File: src/rtl/structures.sv
// Shared pipeline-register types and memory-access helpers for the 64-bit MIPS core.
package structures;

  typedef enum logic [2:0] {LD_NONE, LD_BYTE, LD_HALF, LD_WORD, LD_DWORD} mem_load_t;
  typedef enum logic [2:0] {ST_NONE, ST_BYTE, ST_HALF, ST_WORD, ST_DWORD} mem_store_t;
  typedef enum logic {IDLE, WAIT} mem_state_t;
  typedef enum logic [1:0] {SZ_BYTE, SZ_HALF, SZ_WORD, SZ_DWORD} mem_size_t;

  typedef struct packed {
    logic [63:0] out;
    logic [63:0] B_data;
    mem_load_t   mem_load_type;
    mem_store_t  mem_store_type;
    logic        signed_mem_out;
    logic [4:0]  W_regnum;
    logic        write_enable;
    logic [63:0] pc4;
    logic        linkpc;
    logic        MFC0;
    logic        MTC0;
    logic [4:0]  cp0_rd;
    logic [2:0]  sel;
    logic        overflow;
    logic        break_;
    logic        syscall;
  } EX_regs_t;

  typedef struct packed {
    logic [63:0] out;
    logic [4:0]  W_regnum;
    logic        write_enable;
    logic [63:0] pc4;
    logic        linkpc;
    logic        MFC0;
    logic        MTC0;
    logic [4:0]  cp0_rd;
    logic [2:0]  sel;
    logic        overflow;
    logic        break_;
    logic        syscall;
    logic        bus_error;
    logic        addr_error;
  } MEM_regs_t;

  function automatic mem_size_t access_size(mem_load_t ld, mem_store_t st);
    mem_size_t sz;
    sz = SZ_DWORD;
    if (ld != LD_NONE) begin
      case (ld)
        LD_BYTE: sz = SZ_BYTE;
        LD_HALF: sz = SZ_HALF;
        LD_WORD: sz = SZ_WORD;
        default: sz = SZ_DWORD;
      endcase
    end else begin
      case (st)
        ST_BYTE: sz = SZ_BYTE;
        ST_HALF: sz = SZ_HALF;
        ST_WORD: sz = SZ_WORD;
        default: sz = SZ_DWORD;
      endcase
    end
    return sz;
  endfunction

  // Low address bits forced to the natural alignment of the access size.
  function automatic logic [2:0] align_offset(mem_size_t sz, logic [2:0] a);
    case (sz)
      SZ_BYTE: return a;
      SZ_HALF: return {a[2:1], 1'b0};
      SZ_WORD: return {a[2], 2'b00};
      default: return 3'b000;
    endcase
  endfunction

  function automatic logic misaligned(mem_size_t sz, logic [2:0] a);
    return a != align_offset(sz, a);
  endfunction

endpackage

File: src/rtl/mem_load_align.sv
// Load-data aligner: shifts the addressed lane down, truncates to the access
// width and sign- or zero-extends to 64 bits.
module mem_load_align
  import structures::*;
(
  input  logic [63:0] rdata,
  input  logic [2:0]  offset,
  input  mem_size_t   size,
  input  logic        sign_ext,
  output logic [63:0] data
);

  logic [63:0] shifted;

  always_comb begin
    shifted = rdata >> {offset, 3'b000};
    data    = shifted;
    case (size)
      SZ_BYTE: data = sign_ext ? {{56{shifted[7]}}, shifted[7:0]}   : {56'b0, shifted[7:0]};
      SZ_HALF: data = sign_ext ? {{48{shifted[15]}}, shifted[15:0]} : {48'b0, shifted[15:0]};
      SZ_WORD: data = sign_ext ? {{32{shifted[31]}}, shifted[31:0]} : {32'b0, shifted[31:0]};
      default: data = shifted;
    endcase
  end

endmodule

File: src/rtl/core_mem.sv
// MEM stage: req/ack data-memory access with wait/timeout handling and load alignment.
// MEM_ALIGN_CHECK_EN: trap misaligned accesses as addr_error instead of force-aligning them.
module core_mem
  import structures::*;
#(
  parameter int TIMEOUT = 255
) (
  input  logic        clock,
  input  logic        reset,
  input  EX_regs_t    EX_regs,
  input  logic        flush,
  output logic        dmem_req,
  output logic        dmem_we,
  output logic [63:0] dmem_addr,
  output logic [63:0] dmem_wdata,
  output logic [7:0]  dmem_be,
  input  logic        dmem_ack,
  input  logic [63:0] dmem_rdata,
  output logic        stall_mem,
  output logic [63:0] MEM_data,
  output MEM_regs_t   MEM_regs
);

  localparam int CNT_W = $clog2(TIMEOUT + 1);

  mem_state_t       state, state_nxt;
  logic [CNT_W-1:0] cnt, cnt_nxt;
  logic             flushed, flushed_nxt;
  EX_regs_t         ex_hold, cur;
  MEM_regs_t        mem_nxt;

  logic        is_load, is_store, mem_op, addr_err, timeout, bubble;
  mem_size_t   size;
  logic [2:0]  a_eff;
  logic [63:0] load_data;

  // While waiting, the access is driven from a private copy so the bus stays stable.
  assign cur      = (state == WAIT) ? ex_hold : EX_regs;
  assign is_load  = cur.mem_load_type != LD_NONE;
  assign is_store = cur.mem_store_type != ST_NONE;
  assign mem_op   = is_load | is_store;
  assign size     = access_size(cur.mem_load_type, cur.mem_store_type);
  assign a_eff    = align_offset(size, cur.out[2:0]);

`ifdef MEM_ALIGN_CHECK_EN
  assign addr_err = mem_op & misaligned(size, cur.out[2:0]);
`else
  assign addr_err = 1'b0;
`endif

  assign dmem_we   = is_store;
  assign dmem_addr = {cur.out[63:3], 3'b000};

  always_comb begin
    dmem_be    = 8'hFF;
    dmem_wdata = cur.B_data;
    case (size)
      SZ_BYTE: begin
        dmem_be    = 8'h01 << a_eff;
        dmem_wdata = {8{cur.B_data[7:0]}};
      end
      SZ_HALF: begin
        dmem_be    = 8'h03 << a_eff;
        dmem_wdata = {4{cur.B_data[15:0]}};
      end
      SZ_WORD: begin
        dmem_be    = 8'h0F << a_eff;
        dmem_wdata = {2{cur.B_data[31:0]}};
      end
      default: ;
    endcase
  end

  mem_load_align u_align (
    .rdata    (dmem_rdata),
    .offset   (a_eff),
    .size     (size),
    .sign_ext (cur.signed_mem_out),
    .data     (load_data)
  );

  always_comb begin
    state_nxt   = state;
    cnt_nxt     = cnt;
    flushed_nxt = flushed;
    dmem_req    = 1'b0;
    timeout     = 1'b0;
    bubble      = 1'b0;
    case (state)
      IDLE: begin
        dmem_req = mem_op & ~flush & ~addr_err & ~reset;
        bubble   = flush;
        if (dmem_req && !dmem_ack) begin
          state_nxt   = WAIT;
          cnt_nxt     = '0;
          flushed_nxt = 1'b0;
        end
      end
      WAIT: begin
        // A flush cannot abandon an issued access; it only marks the result as a bubble.
        bubble = flushed | flush;
        if (cnt == CNT_W'(TIMEOUT)) begin
          timeout   = 1'b1;
          state_nxt = IDLE;
          cnt_nxt   = '0;
        end else begin
          dmem_req    = ~reset;
          cnt_nxt     = cnt + CNT_W'(1);
          flushed_nxt = flushed | flush;
          if (dmem_ack) begin
            state_nxt = IDLE;
            cnt_nxt   = '0;
          end
        end
      end
      default: state_nxt = IDLE;
    endcase
  end

  assign stall_mem = dmem_req & ~dmem_ack;

  always_comb begin
    mem_nxt              = '0;
    mem_nxt.out          = (is_load && !timeout) ? load_data : cur.out;
    mem_nxt.W_regnum     = cur.W_regnum;
    mem_nxt.write_enable = cur.write_enable & ~timeout & ~addr_err;
    mem_nxt.pc4          = cur.pc4;
    mem_nxt.linkpc       = cur.linkpc;
    mem_nxt.MFC0         = cur.MFC0;
    mem_nxt.MTC0         = cur.MTC0;
    mem_nxt.cp0_rd       = cur.cp0_rd;
    mem_nxt.sel          = cur.sel;
    mem_nxt.overflow     = cur.overflow;
    mem_nxt.break_       = cur.break_;
    mem_nxt.syscall      = cur.syscall;
    mem_nxt.bus_error    = timeout;
    mem_nxt.addr_error   = addr_err;
    if (bubble || stall_mem) mem_nxt = '0;
  end

  // ---- state / MEM pipeline register boundary ----
  always_ff @(posedge clock or posedge reset) begin
    if (reset) begin
      state    <= IDLE;
      cnt      <= '0;
      flushed  <= 1'b0;
      MEM_regs <= '0;
    end else begin
      state    <= state_nxt;
      cnt      <= cnt_nxt;
      flushed  <= flushed_nxt;
      MEM_regs <= mem_nxt;
    end
  end

  always_ff @(posedge clock) begin
    if (state == IDLE) ex_hold <= EX_regs;
  end

  assign MEM_data = MEM_regs.out;

endmodule

File: config.mk
export PLATFORM = sky130hd
export DESIGN_NAME = core_mem
export DESIGN_NICKNAME = d
export VERILOG_FILES = /design/src/rtl/structures.sv /design/src/rtl/mem_load_align.sv /design/src/rtl/core_mem.sv
export SDC_FILE = /design/constraint.sdc
export NUM_CORES = 1
export LEC_CHECK = 0
export CORE_AREA = 2 2 249 251
export DETAILED_ROUTE_END_ITERATION = 7
export DIE_AREA = 0 0 251 253
export GPL_TIMING_DRIVEN = 0
export HOLD_SLACK_MARGIN = 0.12
export SLEW_MARGIN = 25
export SYNTH_ARGS = -nofsm -noshare
export SYNTH_HDL_FRONTEND = slang
export SYNTH_SLANG_ARGS = --single-unit
File: constraint.sdc
create_clock -name clock -period 14.5 [get_ports clock]
set_input_delay 4.35 -clock clock [delete_from_list [all_inputs] [get_ports clock]]
set_output_delay 4.35 -clock clock [all_outputs]
set_load 0.005 [all_outputs]
; ---- After elaboration in Yosys (flattened, before gate mapping)
; Cells that the tools add are included.
; Widths: inputs -> output; s select.
[word_totals]
register_bits = 379
inputBits = 287
output_inout_bits = 353
[op_classes]
addsub = 1
n_eq_ne = 11
n_shift = 4
n_mux = 29
bitwise = 11
n_reduce_logical = 9
[op_table]
columns = op, n
row1 = $pmux 64 s3, 2
row2 = $mux 64, 4
row3 = $mux 219, 1
row4 = $mux 150, 1
row5 = $shr 64x6->64, 1
row6 = $mux 8, 3
row7 = $pmux 8 s3, 1
row8 = $pmux 8 s2, 1
row9 = $eq 3x2->1 const B, 4
row10 = $pmux 2 s3, 2
row11 = $pmux 3 s3, 1
row12 = $add 8x1->8 const B, 1
row13 = $eq 8x8->1 const B, 1
row14 = $mux 1, 8
row15 = $pmux 1 s2, 4
row16 = $shl 1x3->8 const A, 1
row17 = $shl 2x3->8 const A, 1
row18 = $shl 4x3->8 const A, 1
row19 = $eq 3x1->1 const B, 2
row20 = $reduce_bool 3->1, 2
row21 = $not 1->1, 5
row22 = $and 1x1->1, 4
row23 = $ne 2x2->1 const B, 2
row24 = $eq 2x1->1 const B, 1
row25 = other kinds (8), 11

; ---- Depth between registers and ports, before layout
[logic_depth]
depth_word = 11
depth_mapped = 20
ltp_nobuf = 13

; ---- By module
; A second synthesis with hierarchy kept.
[hier_totals]
cells_unflattened = 1638
area_unflattened_um2 = 17825.8
[by_module_without_submodules]
columns = mod, n_inst, cells_per_inst, area_each_um2, seq_area_each_um2
row1 = core_mem, 1, 1377, 15553.7, 8363.0
row2 = mem_load_align, 1, 261, 2272.2, 0.0

; ---- Worst setup path after synthesis
; Ideal clock, no wire load.
[synth_timing]
path_type = input-to-output
from = input EX_regs[85] (netlist bit)
to = output dmem_be[3]
arrival_time_ps = 6624
t_required_ps = 10150
setup_slack_ps = 3526
path_stages = 15
n_path_buf = 5
cell_sequence = mux2i_1 > xnor2_1 > nor2_1 > nor3_1 > a211o_1 > ha_1 > buf_2 > nor2b_1 > buf_4 > nand2_4 > buf_6 > buf_4 > buf_6 > a31o_2 > o21ai_0
[synth_between]
elab_chain_cells = 8
[synth_lines]
columns = element, line_no
row1 = from (decl), core_mem.sv:10  ; input EX_regs_t EX_regs,
row2 = $mux 219 (*), --
row3 = $eq 3x2->1 or $eq 3x1->1 (tied branches), structures.sv:56  ; case (st)
row4 = $pmux 2 s3 (*), structures.sv:56
row5 = $mux 2 (*), structures.sv:48  ; if (ld != LD_NONE) begin
row6 = $eq 2x2->1 (tied with other cells), "structures.sv:68, core_mem.sv:57"
row7 = $pmux 3 s3, structures.sv:68  ; case (sz)
row8 = $shl 4x3->8 (tied with other cells), core_mem.sv:67  ; dmem_be = 8'h0F << a_eff;
row9 = $pmux 8 s3 (*), core_mem.sv:57  ; case (size)
row10 = to (decl), core_mem.sv:16  ; output logic [7:0] dmem_be,
; Mark *: on every way between the ends. The rest lies on a longest branch, timed or not.

==> summary by stage <==
Outcome
The flow ran to the end, and the final reports show no timing, DRC or antenna violations.

Synthesis
Counting flops with an async set or reset pin after synthesis yields a share of between 40 and 50%. In this run, synthesis inferred 0 flip-flops with an integrated enable. The most common cell in the synthesized netlist is dfxtp_1. After synthesis, the largest area contributor takes up between 20% and 30% of total cell area. Counting distinct cell types in the post-synthesis netlist gives 68.

The commonest cells after synthesis are dfxtp_1, mux2_2, dfrtp_1. The yosys synthesis warning count is 0. A synthesized cell averages 11.4 µm².

The compound-cell area share of the yosys netlist is 11.8%. The synthesized design contains approximately 380 register bits. After synthesis, flip-flops and latches occupy between 40 and 50% of the total area. The main combinational cell family by area after synthesis is multiplexers.

The post-synthesis cell area is 16800 µm². Counting every instance in the synthesized netlist gives 1472. The cell type contributing the most total cell area after synthesis is dfxtp_1. The most used flip-flop cell after synthesis is dfxtp_1. Yosys attributes the largest share of cell area to dfxtp_1, dfrtp_1, mux2_2. The multiplexer area fraction after synthesis is roughly 18%. The xor/xnor cell area share of the yosys netlist is less than 1%.

The simple-gate area share of the yosys netlist is roughly a tenth. The adder-cell share of the synthesized area is less than 1%.

Global route
The total congestion overflow after global routing is 0. The first-pass GRT wire length is 101000 µm. The via count of the first global-routing pass is between 10000 and 15000. The initial antenna violation count is 16. The pin count of the biggest net entering global routing is 66. For this run, the total global-route usage over all layers was measured as between 20% and 30%.

Critical path
The startpoint identified for the worst register-to-register timing path is state. The type of element launching the critical path is an input port. At the worst endpoint, the required time is ~10000 ps. The critical path in this run is classified as in2out.

For the worst flop-to-flop path, the logic depth is 16. The end of the worst register-to-register path is MEM_data[1]. For the worst setup path, the data arrival time is approximately 8500 ps. The minimum setup slack among reg-to-reg paths is about 9000 ps. The sort of element at the end of the critical path is an output pin. Of all nets on the critical path, the largest fanout is 10.

Pwr
The design draws about 0.0032 W. The power per cell area is 123 nW/µm². The largest voltage drop on the vdd net is 0.0000781 V.

In this run switching power makes up 27.8% of total power. The reported leakage power is approximately 11 nW. The internal portion of the total power is roughly 0.0023 W.

The share of total power in the clock network is between 30% and 40%. The share of power burned in combinational logic is a little over a quarter. Registers are responsible for approximately 37% of the overall power. The reported net switching power is 0.000885 W.

Clock network
Post-CTS repair changed the size of 0 cells. Counting the buffers created by CTS gives between 40 and 50. TritonCTS built the clock tree. Counting along the longest clock path gives a buffer depth of 3. The CTS H-tree depth is 2. Buffers inserted to repair hold after CTS numbered 0.

The clock-pin transition on the worst setup and hold timing paths is ~60 ps. The tree is rooted in a clkbuf_16. Post-CTS timing repair inserted 0 buffers for setup. The number of clock sinks is about 380. The clock network latency to the later pin of the worst-skew pair is about 580 ps.

Detailed routing
In the routed design, unresolved DRC markers number 0. In the final routed layout, each cell accounts on average for between 20 and 25 µm. For this block, the initial DRC count from the detailed router was about 700. The routed via count is roughly 14000. In the routed layout, each cell is associated on average with a via count of approximately 4.7. The detail route stage leaves a number of antenna-violating nets equal to 0. After detailed routing, the total wire length is 71700 µm.

The number of iterations in the first detailed-routing pass is 5.

Timing
The number of hold violations in the final report is 0. At the pin with the least slew margin, the transition time is approximately 1000 ps. The largest clock skew in the final design is between 20 and 25 ps. The smallest clock period supported by the final layout is computed as approximately 13000 ps. The period utilization is 88.3%. Setup repair after global routing left no endpoint under its margin. Setup total negative slack on the finished layout was measured at 0 ps.

The maximum clock frequency is between 0.07 and 0.08 GHz. The hold slack is 463 ps. The setup-violating endpoint count in the final report is 0. Measured against its own limit, the worst slew margin works out to 33.6%.

The max-slew violation total from the final report came to 0.

Finish
The area added between synthesis and finish is 52.9%. Of the cells placed in the final design, the portion with a size suffix greater than 1 is about a quarter. The post-layout instance area is approximately 26000 µm². The post-layout net count is 2451.

Min path
For hold timing, the worst endpoint is ex_hold[67]. The class of the tightest hold or removal check is reg2reg. The start point of the worst hold path is ex_hold[67].

Along the worst hold path, the cell count comes to 1.

Floorplanning
The floorplan step set the die width to approximately 250 µm. The area of the core is 61000 µm². During I/O placement, the number of pins put on the boundary was 640. The die footprint is 63500 µm².

The floorplan has 91 rows. The die outline height is about 250 µm. The initial standard-cell utilization of the core is between 20% and 30%.

Place
The global placement routability congestion is approximately 0.90. The post-place instance area is around 24000 µm². Detailed placement ended at an HPWL of between 50000 and 60000 µm. During placement, the flow inserted port buffers numbering 635.

Flow run
The tool flagged a number of max-cap violations equal to 0.
how the worst max path moves through the flow:
stage | startpoint | end | slack, ps
2_1_floorplan | EX_regs[85] | dmem_be[3] | 3530
3_3_place_gp | EX_regs[85] | dmem_wdata[48] | 1620
3_5_place_dp | EX_regs[85] | dmem_wdata[48] | 1620
4_1_cts | EX_regs[85] | dmem_wdata[48] | 1600
5_1_grt | EX_regs[85] | dmem_wdata[52] | 1420
6_report | EX_regs[87] | dmem_be[7] | 1690
kinds of logic after synthesis:
| kind of cell | Yosys count |
|---|---|
| compound gates | 219 |
| xor+xnor | 4 |
| fa+ha+maj | 5 |
| buf+inv | 280 |
| flops | 378 |
| mux | 254 |
| other cells | 1 |
| simple gates | 331 |
worst max-delay path, cell delays in order:
cell and delay (ps):
clkdlybuf4s50_1 450, mux2_2 300, nor3_1 220, nor2_1 60, nor2_1 280, inv_1 120
ha_1 200, buf_2 170, o21bai_1 240, nor2_1 310, clkbuf_1 470, nor2_1 110
a31o_2 240, o21ai_0 240, clkdlybuf4s50_1 670
area by class of cell:
| cell class | count | area [µm²] |
|---|---|---|
| multi-input cells | 817 | 6780 |
| diodes | 2 | 5.00 |
| clock buffers | 69 | 1330 |
| clock inverters | 14 | 168 |
| inverters | 42 | 168 |
| well taps | 790 | 988 |
| flip-flops and latches | 378 | 8360 |
| fillers | 5840 | 35300 |
| plain buffers | 238 | 1550 |
| repair buffers | 637 | 6410 |
power by group through the flow:
stage	Combinational, W	Clock [W]	Sequential (W)
after floorplan	0.000369	0	0.00120
after global placement	0.000842	0	0.00120
after detailed placement	0.000849	0	0.00121
after CTS	0.000855	0.00118	0.00119
after global routing	0.000903	0.00122	0.00120
final	0.000846	0.00115	0.00119
sequential cells by signal, summed over array words and instances (netlist names):
signal and flops:
ex_hold 219, MEM_regs 85, MEM_data 64, cnt 8, flushed 1, state 1
placed cells by master, fill, tap and decap left out, types with 12 or more instances in the layout:
cell type,n
nor2b_1,86
a221o_1,26
mux4_2,21
clkbuf_16,46
dfxtp_1,219
nand3_1,23
dfrtp_1,159
clkdlybuf4s50_1,635
buf_1,12
a211oi_1,15
a221oi_1,16
a221oi_2,30
clkbuf_1,49
mux2i_1,41
a22oi_1,17
nor3_1,15
a21o_1,16
inv_1,39
buf_4,143
nor2_1,57
o21ai_0,28
and3_1,14
mux2_2,189
buf_2,38
nand2_1,114
routing by layer:
| layer | GRT usage (%) | vias up | routed length [µm] |
|---|---|---|---|
| met5 | 0 | - | 133 |
| met4 | 6.94 | 18 | 2100 |
| met3 | 6.37 | 139 | 5840 |
| met2 | 39.2 | 676 | 35800 |
| met1 | 24.8 | 6903 | 27800 |
| li1 | - | 6443 | - |
through the flow:
step / utilization [%] / std cells / setup slack (ps)
final: 42.2 / 2987 / 1690
after global routing: 42.2 / 2987 / 1420
after CTS: 42.2 / 2985 / 1600
after detailed placement: 39.8 / 2902 / 1620
after global placement: 39.7 / 2900 / 1620
after floorplan: - / 1475 / 3530
No activity file was read; power rests on OpenSTA's default activity.
